===== config.mk =====
export PLATFORM = sky130hd
export DESIGN_NAME = fetch_unit
export DESIGN_NICKNAME = d
export VERILOG_FILES = /design/src/rtl/cpu_pkg.sv /design/src/rtl/program_counter.sv /design/src/rtl/fetch_unit.sv
export SDC_FILE = /design/constraint.sdc
export NUM_CORES = 1
export LEC_CHECK = 0
export ABC_AREA = 1
export CAP_MARGIN = 40
export CORE_ASPECT_RATIO = 0.9
export CORE_MARGIN = 2
export CORE_UTILIZATION = 36
export DETAILED_ROUTE_END_ITERATION = 7
export PLACE_DENSITY = 0.76
export RECOVER_POWER = 25
export SYNTH_ARGS = -nofsm -noshare
export SYNTH_HDL_FRONTEND = slang
export SYNTH_SLANG_ARGS = --single-unit

===== constraint.sdc =====
create_clock -name clk -period 1.2 [get_ports clk]
set_clock_uncertainty 0.05 [all_clocks]
set_input_delay 0.12 -clock clk [delete_from_list [all_inputs] [get_ports clk]]
set_output_delay 0.12 -clock clk [all_outputs]
set_load 0.1 [all_outputs]

===== src/rtl/cpu_pkg.sv =====
// rtl/cpu_pkg.sv - shared CPU front-end types, widths and instruction field positions
package cpu_pkg;

    localparam int PC_W       = 8;
    localparam int INSTR_W    = 16;
    localparam int OPCODE_MSB = 15;
    localparam int OPCODE_LSB = 12;
    localparam int OPCODE_W   = OPCODE_MSB - OPCODE_LSB + 1;

    typedef enum logic [1:0] {
        ST_IDLE   = 2'd0,
        ST_FETCH  = 2'd1,
        ST_DECODE = 2'd2
    } fetch_state_e;

    function automatic logic [OPCODE_W-1:0] opcode_of(input logic [INSTR_W-1:0] instr);
        return instr[OPCODE_MSB:OPCODE_LSB];
    endfunction

endpackage


===== src/rtl/program_counter.sv =====
// rtl/program_counter.sv - program counter with load, modulo increment and hold
module program_counter #(
    parameter int              PC_W     = 8,
    parameter logic [PC_W-1:0] RESET_PC = '0
) (
    input  logic            clk,
    input  logic            rst_n,
    input  logic            i_load,
    input  logic            i_inc,
    input  logic [PC_W-1:0] i_target,
    output logic [PC_W-1:0] o_pc
);

    logic [PC_W-1:0] r_pc;

    // Load wins over increment; increment wraps naturally at 2^PC_W.
    always_ff @(posedge clk) begin
        if (!rst_n) begin
            r_pc <= RESET_PC;
        end else if (i_load) begin
            r_pc <= i_target;
        end else if (i_inc) begin
            r_pc <= r_pc + 1'b1;
        end
    end

    assign o_pc = r_pc;

endmodule


===== src/rtl/fetch_unit.sv =====
// rtl/fetch_unit.sv - instruction fetch FSM with registered instruction for decode
module fetch_unit #(
    parameter int              PC_W     = cpu_pkg::PC_W,
    parameter logic [PC_W-1:0] RESET_PC = '0
) (
    input  logic                         clk,
    input  logic                         rst_n,
    output logic                         mem_req,
    output logic [PC_W-1:0]              mem_addr,
    input  logic [cpu_pkg::INSTR_W-1:0]  mem_rdata,
    input  logic                         mem_ack,
    input  logic                         stall,
    input  logic                         pc_jump,
    input  logic                         pc_branch,
    input  logic [PC_W-1:0]              target_adr,
    output logic [cpu_pkg::INSTR_W-1:0]  instruction,
    output logic                         instr_valid,
    output logic [PC_W-1:0]              pc
);
    import cpu_pkg::*;

    fetch_state_e       r_state;
    logic [INSTR_W-1:0] r_instr;
    logic               r_valid;
    logic               w_leave;
    logic               w_redirect;
    logic               w_inc;
    logic [PC_W-1:0]    w_pc;

    // Redirects only count on the cycle DECODE actually hands over to FETCH.
    assign w_leave    = (r_state == ST_DECODE) && !stall;
    assign w_redirect = w_leave && (pc_jump || pc_branch);
    assign w_inc      = w_leave && !(pc_jump || pc_branch);

    program_counter #(
        .PC_W     (PC_W),
        .RESET_PC (RESET_PC)
    ) u_pc (
        .clk      (clk),
        .rst_n    (rst_n),
        .i_load   (w_redirect),
        .i_inc    (w_inc),
        .i_target (target_adr),
        .o_pc     (w_pc)
    );

    always_ff @(posedge clk) begin
        if (!rst_n) begin
            r_state <= ST_IDLE;
            r_instr <= '0;
            r_valid <= 1'b0;
        end else begin
            case (r_state)
                ST_IDLE: begin
                    r_state <= ST_FETCH;
                end
                ST_FETCH: begin
                    if (mem_ack) begin
                        r_instr <= mem_rdata;
                        r_valid <= 1'b1;
                        r_state <= ST_DECODE;
                    end
                end
                ST_DECODE: begin
                    if (w_leave) begin
                        r_valid <= 1'b0;
                        r_state <= ST_FETCH;
                    end
                end
                default: begin
                    r_state <= ST_IDLE;
                end
            endcase
        end
    end

    // The request is a pure function of state, so a reset drops it on the next cycle.
    assign mem_req     = (r_state == ST_FETCH);
    assign mem_addr    = w_pc;
    assign pc          = w_pc;
    assign instruction = r_instr;
    assign instr_valid = r_valid;

endmodule


==> impl_metrics.py, run 1 <==
metrics = {
    "sta": {
        "rsz0062_at_grt": "true",
        "setup-violations-final": 1,
        "max_freq_ghz": 0.799,
        "tightest_slew_ns": 0.308,
        "slew_headroom_pct": 79.6,
        "setup_slack_ns": -0.0517,
        "period_share_pct": 104,
        "hold_viol_final": 0,
        "drv_slew": 0,
        "period_minus_slack_ns": 1.25,
    },
    "cells_and_area": {
        "drive_gt1_share_pct": 39.8,
        "fin_util_pct": 71.3,
        "seqCellArea_sq_um": 594,
        "syn2layout_area_growth_pct": 89.5,
        "multi_input_area_sq_um": 642,
        "nets": 286,
        "n_fill_cell": 264,
        "diodes": 0,
    },
    "route": {
        "dr_total_vias": 1414,
        "remaining_drc_errors": 0,
        "vias_per_cell": 4.74,
        "ant_nets": 0,
        "post_drt_wl_per_cell_um": 11.9,
        "routed_wl_mm": 3.53,
        "firstDrtPassIters": 4,
        "drtIter0Drc": 66,
    },
    "synth": {
        "yosysWarnings": 0,
        "ys_types": 20,
        "syn-cell-area_sq_um": 1280,
        "synth_top_cell_area_share_pct": 42.2,
        "syn_avg_cell_area_sq_um": 7.12,
        "synth_seq_cells": 27,
        "ys_seq_area_share_pct": 42.2,
        "synthTopCellsByArea": "dfxtp_1, nand2_1, a21oi_1",
        "syn_nets": 211,
        "synthCells": 180,
        "synth_top_area_cell": "dfxtp_1",
    },
    "floorplanning": {
        "die_area_sq_um": 4050,
        "core_area_sq_um": 3400,
        "pin_count": 64,
        "die_h_um": 60.6,
        "die_w_um": 66.9,
        "row_count": 20,
        "initial_core_util_pct": 37.6,
    },
    "place": {
        "post-place-ws_ns": -0.197,
        "numPortBuffers": 63,
        "gp_congestion": 0.786,
        "dp_hpwl_mm": 2.65,
    },
    "clock_tree": {
        "ctsHoldBuffers": 0,
        "clk_pin_slew_worst_paths_ns": 0.09,
        "htreeDepth": 1,
        "clock-root-buffer": "clkbuf_8",
        "cts_buffers": 3,
        "cts_max_path_buffers": 2,
        "cts_tree": "yes",
        "clock-sinks": 27,
        "clkLatencyLatePin_ns": 0.27,
    },
    "critical_path": {
        "end_kind": "output port",
        "r2r_slack_ns": 0.01,
        "r2r_end": "u_pc.o_pc[3]",
        "path_max_fanout": 3,
        "cp.required_ns": 1.03,
        "critPathArrivalTime_ns": 1.08,
        "crit_path_cell_trace": "buf_6 > nor2_4 > buf_6 > buf_12",
        "timing.rr.start": "r_state[0]",
        "crit_family": "buffers and inverters",
        "cpMaxStageDelayCell": "dfxtp_2",
        "r2r_cells": 8,
        "cpMostUsedCell": "buf_6",
        "start_kind": "flip-flop",
        "cp_slowest_stage_delay_ns": 0.34,
        "path_class": "flip-flop to output port",
        "cp_num_buf_inv": 3,
    },
    "worst_hold_path": {
        "hold_end": "instruction[7]",
        "whs_path_depth": 3,
        "hp-class": "input pin to flip-flop",
        "holdCritStartpoint": "mem_rdata[7]",
    },
    "job": {
        "max_cap_viol_count": 0,
    },
    "global_routing": {
        "grt_max_degree": 27,
        "grtUsageTotal_pct": 18.0,
        "grt-ovfl-total": 0,
        "grt_pass1_wl_mm": 5.69,
        "grt_pass1_vias": 1267,
        "antenna_found_initial": 0,
    },
    "pwr": {
        "p_total_mw": 2.19,
        "p_leak_nw": 0.919,
        "p_per_area_nw_per_um2": 903,
        "max-vdd-ir-drop_mv": 0.792,
    },
    "run_status": {
        "violations": "setup timing",
        "status": "finished, violations left",
    },
}
==> registers in the layout (all words and copies together) (netlist names) <==
signal and count:
instruction 16, r_state 2, u_pc.o_pc 8, instr_valid 1
==> power by group <==
group / internal (mW) / switching [mW]
Combinational: 0.287 / 0.448
Sequential: 0.925 / 0.0336
Clock: 0.238 / 0.261
==> placed cells by master, fill, tap and decap left out, types with 3 or more instances in the layout <==
cell type	netlist	final
a21oi_1	27	25
a21oi_2	1	3
buf_12	0	25
buf_4	8	18
buf_6	1	4
clkbuf_4	0	10
clkbuf_8	0	3
clkdlybuf4s50_1	0	29
dfxtp_2	0	19
dfxtp_4	0	8
inv_1	7	7
nand2_1	42	41
nand3_1	25	24
nor2_1	17	16
nor2_4	3	3
o21ai_1	0	4
==> per-stage QoR <==
step / cells / hold slack (ns) / area (sq um) / TNS (ns)
3_3_place_gp: 286 / 0.418 / 2400 / -2.04
5_1_grt: 298 / 0.370 / 2430 / -0.621
2_1_floorplan: 180 / 0.198 / 1360 / -0.349
3_5_place_dp: 286 / 0.422 / 2400 / -2.76
4_1_cts: 292 / 0.359 / 2480 / -0.0584
6_report: 298 / 0.363 / 2430 / -0.0517
==> how the worst max path moves through the flow <==
stage                            start      endpoint  slack [ns]  depth (start not counted)
after global routing        r_state[1]       mem_req       -0.11                          4
final                       r_state[1]       mem_req       -0.05                          4
after detailed placement     pc_branch  u_pc.o_pc[1]       -0.20                          8
after CTS                   r_state[1]       mem_req       -0.06                          4
after global placement           stall  u_pc.o_pc[1]       -0.14                          6
after floorplan           u_pc.o_pc[1]  u_pc.o_pc[6]       -0.12                          7
==> per-layer routing <==
layer	vias up	track usage [%]	part of all wire, %
met5	-	0	0
met4	0	3.79	0.79
met3	2	4.45	5.9
met2	37	29.4	48
met1	639	24.6	46
li1	736	-	-
==> tightest hold or removal path: stages <==
cell,delay (ns)
clkdlybuf4s50_1,0.39
nand3_1,0.08
a21oi_1,0.06
==> kinds of logic (layout without fill, tap and decap cells) <==
logic type | Yosys count | in the layout | share of synthesized area, %
buffers and inverters | 26 | 100 | 11.0
AO/OA/AOI/OAI | 35 | 35 | 14.2
flip-flops | 27 | 27 | 42.2
adder cells (fa/ha/maj) | 1 | 1 | 0.976
AND/OR/NAND/NOR | 91 | 91 | 31.6
==> what timing repair did <==
item                       in CTS  in global routing
setup endpoints to repair       2                 22
buffers inserted                2                  6
gates resized for setup         5                 10
pin swaps                       1                  3
==> synthesized netlist by cell type (all sizes together) <==
master and instances:
ha 1, o21ai 6, clkinv 1, nand3 25, a21oi 28, nor3 1, nand3b 1, o211ai 1
inv 9, dfxtp 27, nand2 44, buf 14, nor2 20, clkbuf 2
==> area by class of cell <==
cell class / instances / share of cell area, %
Clock buffer: 4 / 1.86
Inverter: 10 / 1.86
Multi-Input combinational cell: 127 / 26.4
Sequential cell: 27 / 24.5
Tap cell: 44 / 2.27
Timing Repair Buffer: 86 / 43.1
(Power assumes the default switching activity.)
==> run 2: changes to the inputs <==
--- a/config.mk
+++ b/config.mk
@@ -11,6 +11,7 @@
 export CORE_MARGIN = 2
 export CORE_UTILIZATION = 36
 export DETAILED_ROUTE_END_ITERATION = 7
+export HOLD_SLACK_MARGIN = 0.03
 export PLACE_DENSITY = 0.76
 export RECOVER_POWER = 25
 export SYNTH_ARGS = -nofsm -noshare
==> results of run 2 <==
No change in the layout: final DEF, timing and power equal those of run 1.
